## src/rtl/dcache_controller_if.sv

```systemverilog
// Block-wide main-memory port of the data cache.
// master = cache side, slave = memory side.
interface dcache_controller_if;
  logic [27:0]  mem_address;
  logic [127:0] mem_writedata;
  logic         mem_read_en;
  logic         mem_write_en;
  logic [127:0] mem_readdata;
  logic         mem_busywait;

  modport master (
    output mem_address,
    output mem_writedata,
    output mem_read_en,
    output mem_write_en,
    input  mem_readdata,
    input  mem_busywait
  );

  modport slave (
    input  mem_address,
    input  mem_writedata,
    input  mem_read_en,
    input  mem_write_en,
    output mem_readdata,
    output mem_busywait
  );
endinterface

```

## src/rtl/dcache_controller.sv

```systemverilog
// Direct-mapped write-back write-allocate data cache
// between the MA stage and a 128-bit block memory.
module dcache_controller #(
  parameter int NUM_LINES = 8
) (
  input  logic        clk,
  input  logic        rst,
  input  logic [31:0] address,
  input  logic [31:0] writedata,
  input  logic [3:0]  mem_read,
  input  logic [2:0]  mem_write,
  output logic [31:0] readdata,
  output logic        busywait,
  dcache_controller_if.master mem
);
  localparam int INDEX_W = $clog2(NUM_LINES);
  localparam int TAG_W   = 28 - INDEX_W;

  typedef enum logic [1:0] {
    IDLE,
    WRITEBACK,
    FETCH,
    UPDATE
  } state_t;

  state_t state_q, state_d;

  logic [NUM_LINES-1:0] valid_q;
  logic [NUM_LINES-1:0] dirty_q;
  logic [TAG_W-1:0]     tag_q  [NUM_LINES];
  logic [127:0]         data_q [NUM_LINES];
  logic [127:0]         fill_q;

  logic [INDEX_W-1:0] idx;
  logic [TAG_W-1:0]   atag;
  logic               rd_req;
  logic               wr_req;
  logic               req;
  logic               hit;
  logic               store_hit;

  assign idx    = address[4 +: INDEX_W];
  assign atag   = address[31 -: TAG_W];
  assign wr_req = mem_write[2];
  assign rd_req = mem_read[3] & ~wr_req;
  assign req    = mem_read[3] | wr_req;
  assign hit    = valid_q[idx] &&
                  (tag_q[idx] == atag);
  assign store_hit = (state_q == IDLE) &&
                     wr_req && hit;

  always_comb begin
    state_d           = state_q;
    busywait          = 1'b0;
    mem.mem_read_en   = 1'b0;
    mem.mem_write_en  = 1'b0;
    mem.mem_address   = '0;
    mem.mem_writedata = '0;
    if (!rst) begin
      unique case (state_q)
        IDLE: begin
          busywait = req & ~hit;
          if (req && !hit)
            state_d = dirty_q[idx] ?
                      WRITEBACK : FETCH;
        end
        WRITEBACK: begin
          busywait          = 1'b1;
          mem.mem_write_en  = 1'b1;
          mem.mem_address   = {tag_q[idx], idx};
          mem.mem_writedata = data_q[idx];
          if (!mem.mem_busywait)
            state_d = FETCH;
        end
        FETCH: begin
          busywait        = 1'b1;
          mem.mem_read_en = 1'b1;
          mem.mem_address = address[31:4];
          if (!mem.mem_busywait)
            state_d = UPDATE;
        end
        UPDATE: begin
          busywait = 1'b1;
          state_d  = IDLE;
        end
        default: state_d = IDLE;
      endcase
    end
  end

  always_ff @(posedge clk) begin
    if (rst) begin
      state_q <= IDLE;
      valid_q <= '0;
      dirty_q <= '0;
    end else begin
      state_q <= state_d;
      if (state_q == UPDATE) begin
        valid_q[idx] <= 1'b1;
        dirty_q[idx] <= 1'b0;
      end else if (store_hit) begin
        dirty_q[idx] <= 1'b1;
      end
    end
  end

  // Store merge: lane shift selected by access size.
  logic [6:0]   wsh;
  logic [127:0] wmask;
  logic [127:0] wbits;

  always_comb begin
    wsh   = '0;
    wmask = '0;
    wbits = '0;
    unique case (1'b1)
      (mem_write[1:0] == 2'b00): begin
        wsh   = {address[3:0], 3'b000};
        wmask = 128'hFF << wsh;
        wbits = {120'b0, writedata[7:0]} << wsh;
      end
      (mem_write[1:0] == 2'b01): begin
        wsh   = {address[3:1], 4'b0000};
        wmask = 128'hFFFF << wsh;
        wbits = {112'b0, writedata[15:0]} << wsh;
      end
      default: begin
        wsh   = {address[3:2], 5'b00000};
        wmask = 128'hFFFF_FFFF << wsh;
        wbits = {96'b0, writedata} << wsh;
      end
    endcase
  end

  always_ff @(posedge clk) begin
    if (!rst) begin
      if (state_q == FETCH && !mem.mem_busywait)
        fill_q <= mem.mem_readdata;
      if (state_q == UPDATE) begin
        data_q[idx] <= fill_q;
        tag_q[idx]  <= atag;
      end else if (store_hit) begin
        data_q[idx] <= (data_q[idx] & ~wmask) |
                       (wbits & wmask);
      end
    end
  end

  logic [31:0] rword;
  logic [7:0]  rbyte;
  logic [15:0] rhalf;
  logic [31:0] rext;

  assign rword = data_q[idx][{address[3:2], 5'b0} +: 32];
  assign rbyte = rword[{address[1:0], 3'b0} +: 8];
  assign rhalf = rword[{address[1], 4'b0} +: 16];

  always_comb begin
    rext = rword;
    unique case (1'b1)
      (mem_read[2:0] == 3'b000):
        rext = {{24{rbyte[7]}}, rbyte};
      (mem_read[2:0] == 3'b001):
        rext = {{16{rhalf[15]}}, rhalf};
      (mem_read[2:0] == 3'b100):
        rext = {24'b0, rbyte};
      (mem_read[2:0] == 3'b101):
        rext = {16'b0, rhalf};
      default:
        rext = rword;
    endcase
  end

  assign readdata = (!rst && state_q == IDLE &&
                     rd_req && hit) ? rext : '0;
endmodule

```

## src/flat_wrapper.sv

```systemverilog
// flat-port wrapper written by rule: the top's interface ports become plain ports
module dcache_controller_flat 
#(
  parameter int NUM_LINES = 8
)
  (clk, rst, address, writedata, mem_read, mem_write, readdata, busywait, mem_mem_address, mem_mem_writedata, mem_mem_read_en, mem_mem_write_en, mem_mem_readdata, mem_mem_busywait);
  dcache_controller_if mem_i ();
  input  logic clk;
  input  logic rst;
  input  logic [31:0] address;
  input  logic [31:0] writedata;
  input  logic [3:0] mem_read;
  input  logic [2:0] mem_write;
  output logic [31:0] readdata;
  output logic busywait;
  output wire logic [$bits(mem_i.mem_address)-1:0] mem_mem_address;
  output wire logic [$bits(mem_i.mem_writedata)-1:0] mem_mem_writedata;
  output wire logic [$bits(mem_i.mem_read_en)-1:0] mem_mem_read_en;
  output wire logic [$bits(mem_i.mem_write_en)-1:0] mem_mem_write_en;
  input wire logic [$bits(mem_i.mem_readdata)-1:0] mem_mem_readdata;
  input wire logic [$bits(mem_i.mem_busywait)-1:0] mem_mem_busywait;
  assign mem_mem_address = mem_i.mem_address;
  assign mem_mem_writedata = mem_i.mem_writedata;
  assign mem_mem_read_en = mem_i.mem_read_en;
  assign mem_mem_write_en = mem_i.mem_write_en;
  assign mem_i.mem_readdata = mem_mem_readdata;
  assign mem_i.mem_busywait = mem_mem_busywait;
  dcache_controller #(.NUM_LINES(NUM_LINES)) u_core (.clk(clk), .rst(rst), .address(address), .writedata(writedata), .mem_read(mem_read), .mem_write(mem_write), .readdata(readdata), .busywait(busywait), .mem(mem_i));
endmodule
```

## config.mk

```make
export PLATFORM = sky130hd
export DESIGN_NAME = dcache_controller_flat
export DESIGN_NICKNAME = d
export VERILOG_FILES = /design/src/rtl/dcache_controller_if.sv /design/src/rtl/dcache_controller.sv /design/src/flat_wrapper.sv
export SDC_FILE = /design/constraint.sdc
export NUM_CORES = 2
export LEC_CHECK = 0
export BUFFER_PORTS_ARGS = -buffer_cell sky130_fd_sc_hd__buf_4
export CORE_UTILIZATION = 35
export CTS_CLUSTER_SIZE = 28
export DETAILED_ROUTE_END_ITERATION = 7
export GPL_TIMING_DRIVEN = 0
export PLACE_DENSITY = 0.48
export SLEW_MARGIN = 10
export SYNTH_ARGS = -nofsm -noshare
export SYNTH_HDL_FRONTEND = slang
export SYNTH_SLANG_ARGS = --single-unit
```

## constraint.sdc

```tcl
create_clock -name clk -period 43.6 [get_ports clk]
set_input_delay 8.72 -clock clk [delete_from_list [all_inputs] [get_ports clk]]
set_output_delay 8.72 -clock clk [all_outputs]
set_load 0.02 [all_outputs]
```

==> flow_summary.json <==
{
  "status": "finished with violations",
  "violations": "design-rule violations",
  "ctsHoldBuffers": 0,
  "vias": 40000,
  "synth_common_cells": "1,352 x edfxtp_1, 232 x nor2_1, 195 x mux2_2",
  "place.detailed.hpwl_um": 183000,
  "path_common_cell": "buf_4",
  "nets": 4558,
  "grt_usage": 0.295,
  "synthMuxAreaShare": 0.105,
  "num_io_pins": 393,
  "slew_headroom": 0.0335,
  "synthAdderAreaFrac": 0.00108,
  "ys.flop_type": "edfxtp_1",
  "finalMaxSlewViolations": 0,
  "grt_max_degree": 33,
  "die_h_um": 408,
  "yosysWarnings": 0,
  "synth_area_um2": 57700,
  "min_from": "u_core.valid_q[2]",
  "max_cap_violations": 0,
  "synth_top_cell_area_share": 0.703,
  "drc": 1,
  "path_clk_slew_ps": 60,
  "firstDrtPassIters": 8,
  "syn-num-nets": 3797,
  "cts_setup_buffers": 0,
  "synthDistinctLibCells": 75,
  "fin_tns_setup_ps": 0,
  "first_global_vias": 37900,
  "finalHoldViolCount": 0,
  "synth_edf_count": 1352,
  "worst-path-buf-inv": 5,
  "die_w_um": 408,
  "initial_utilization": 0.354,
  "setup_viol": 0,
  "clock.fmax_mhz": 42.7,
  "vdd_drop_max_v": 0.0000412,
  "max_stage_delay_ps": 1070,
  "antenna_found_initial": 39,
  "synth-simple-area-share": 0.0519,
  "finalWeightedCongestion": 0.990,
  "min_path_type": "reg -> reg",
  "netlist_instances": 3590,
  "crit_start": "address[6]",
  "overflow": 0,
  "arrival_ps": 14720,
  "seq_area_um2": 41000,
  "rsz0062_at_grt": "no",
  "crit_family": "buffers and inverters",
  "finalCriticalPeriod_ps": 23440,
  "worstMarginPinSlew_ps": 1450,
  "yosysTopAreaCell": "edfxtp_1",
  "dieArea_um2": 167000,
  "fillers": 14900,
  "port_buffers": 378,
  "synth_area_leaders": "edfxtp_1 70%, mux2_2 3.8%, mux2_4 2.9%, a22oi_1 2.3%, a221oi_1 2.2%",
  "cts_root_buf": "clkbuf_16",
  "synth_most_common_cell": "edfxtp_1",
  "drt_iter0_drc": 6051,
  "p_leak_nw": 24.4,
  "start_kind": "input port",
  "multi_input_area_um2": 15400,
  "drt-total-wl_um": 252000,
  "power_density_nw_per_um2": 44.0,
  "avgSynthCellArea_um2": 16.1,
  "synth-seq-cells": 1370,
  "drtAntennaViolNets": 0,
  "slowest_stage": "a221oi_1",
  "htreeDepth": 4,
  "numCtsBuffers": 154,
  "areaGrowthSynthToFinish_pct": 21.6,
  "critPathKind": "in -> out",
  "critPathCaptureType": "output port",
  "finalCritPeriodShare": 0.538,
  "cp_max_fo": 10,
  "num_rows": 148,
  "cp.required_ps": 34880,
  "synth_top_family_by_area": "multiplexers",
  "cts_tree": "built",
  "synth_xor_area_frac": 0.00121,
  "post_cts_resized": 0,
  "reg2reg_from": "u_core.tag_q[7][2]",
  "core_area_um2": 163000,
  "wl_per_cell_um": 37.9,
  "cts.path.max_buffers": 3,
  "grt_pass1_wl_um": 333000,
  "path_cells": "buf_4, buf_4, nand2b_1, clkbuf_1, o22ai_1, nor2_1, xor2_1, nand4bb_1, nor4bb_1, nand4_1, clkbuf_1, a221oi_1, buf_4",
  "synth_seq_area_share": 0.709,
  "synth_async_sr_flop_share": 0,
  "power.total_w": 0.00309,
  "drive_above_1_share": 0.302,
  "via_per_inst": 6.02,
  "clk_latency_ps": 830,
  "synth_compound_gate_area_share": 0.105,
  "clock-sinks": 1370,
  "clock_skew_ps": 36.7
}
## per-layer routing
metal / track usage / vias up / wire length [um]
met3: 0.0914 / 502 / 29300
met1: 0.401 / 20800 / 102000
met2: 0.437 / 2613 / 110000
met4: 0.121 / 34 / 11300
li1: - / 16100 / -
met5: 0 / - / 225
## state kept, by name (all words and copies together) (netlist names), named ones only
signal / cells
u_core.fill_q: 128
u_core.valid_q: 8
u_core.tag_q: 200
u_core.data_q: 1024
u_core.state_q: 2
## worst min-delay path: stages (launching register included)
cell and delay, ps:
dfxtp_1 320, a21oi_1 40, nor2_1 70
## through the flow
step	hold slack (ps)	cells	area (um2)	util	setup slack (ps)
2_1_floorplan	431	3590	57700	-	19740
3_3_place_gp	443	6143	63300	0.388	1550
3_5_place_dp	455	6366	65400	0.400	20420
4_1_cts	470	6637	70100	0.429	20390
5_1_grt	498	6641	70200	0.430	20290
6_report	471	6651	70200	0.430	20160
## worst paths after layout
check	end	cells after the start	slack (ps)
setup / recovery	readdata[6]	13	20160
hold / removal	u_core.valid_q[2]	2	470
setup reg to reg	u_core.data_q[3][48]	15	38210
hold reg to reg	u_core.valid_q[2]	2	470
## placed cells by master, fill, tap and decap left out, types with 14 or more instances in the layout
cell / instances
and3_1: 28
clkinv_2: 18
clkinv_1: 27
clkbuf_2: 21
edfxtp_1: 1352
clkbuf_1: 138
o2bb2ai_1: 17
a221o_1: 22
nand2b_1: 14
clkbuf_16: 158
nor3_1: 43
a21oi_1: 91
mux2i_1: 102
mux2_2: 195
and2_1: 35
dfxtp_1: 18
buf_2: 73
nor2_1: 227
a221oi_1: 144
or3_1: 19
nand3_1: 40
nand2_1: 134
o21ai_0: 127
a22oi_1: 178
mux4_2: 53
nand4_1: 14
buf_6: 69
buf_1: 27
o22ai_1: 68
a211oi_1: 19
and4_1: 15
inv_1: 26
a222oi_1: 21
a22o_1: 79
buf_4: 562
mux2_4: 110
## power by group
part           switching [W]  internal, W
logic               0.000259     0.000111
registers         0.00000898      0.00147
clock network       0.000546     0.000700
## final cells by class
cell class	count	area share
plain buffers	257	0.0203
diodes	10	0.000356
clock inverters	66	0.00815
clock buffers	205	0.0591
repair buffers	605	0.0685
well taps	2175	0.0388
multi-input cells	1933	0.220
flip-flops and latches	1370	0.584
inverters	30	0.00160
## cells by family (layout without fill, tap and decap cells)
kind of cell | after synthesis | after routing
fa+ha+maj | 5 | 5
mux | 462 | 462
simple gates | 627 | 627
compound gates | 831 | 831
buf+inv | 287 | 1163
xor+xnor | 8 | 8
other cells | 0 | 10
flops | 1370 | 1370
No activity file was read; power rests on OpenSTA's default activity.
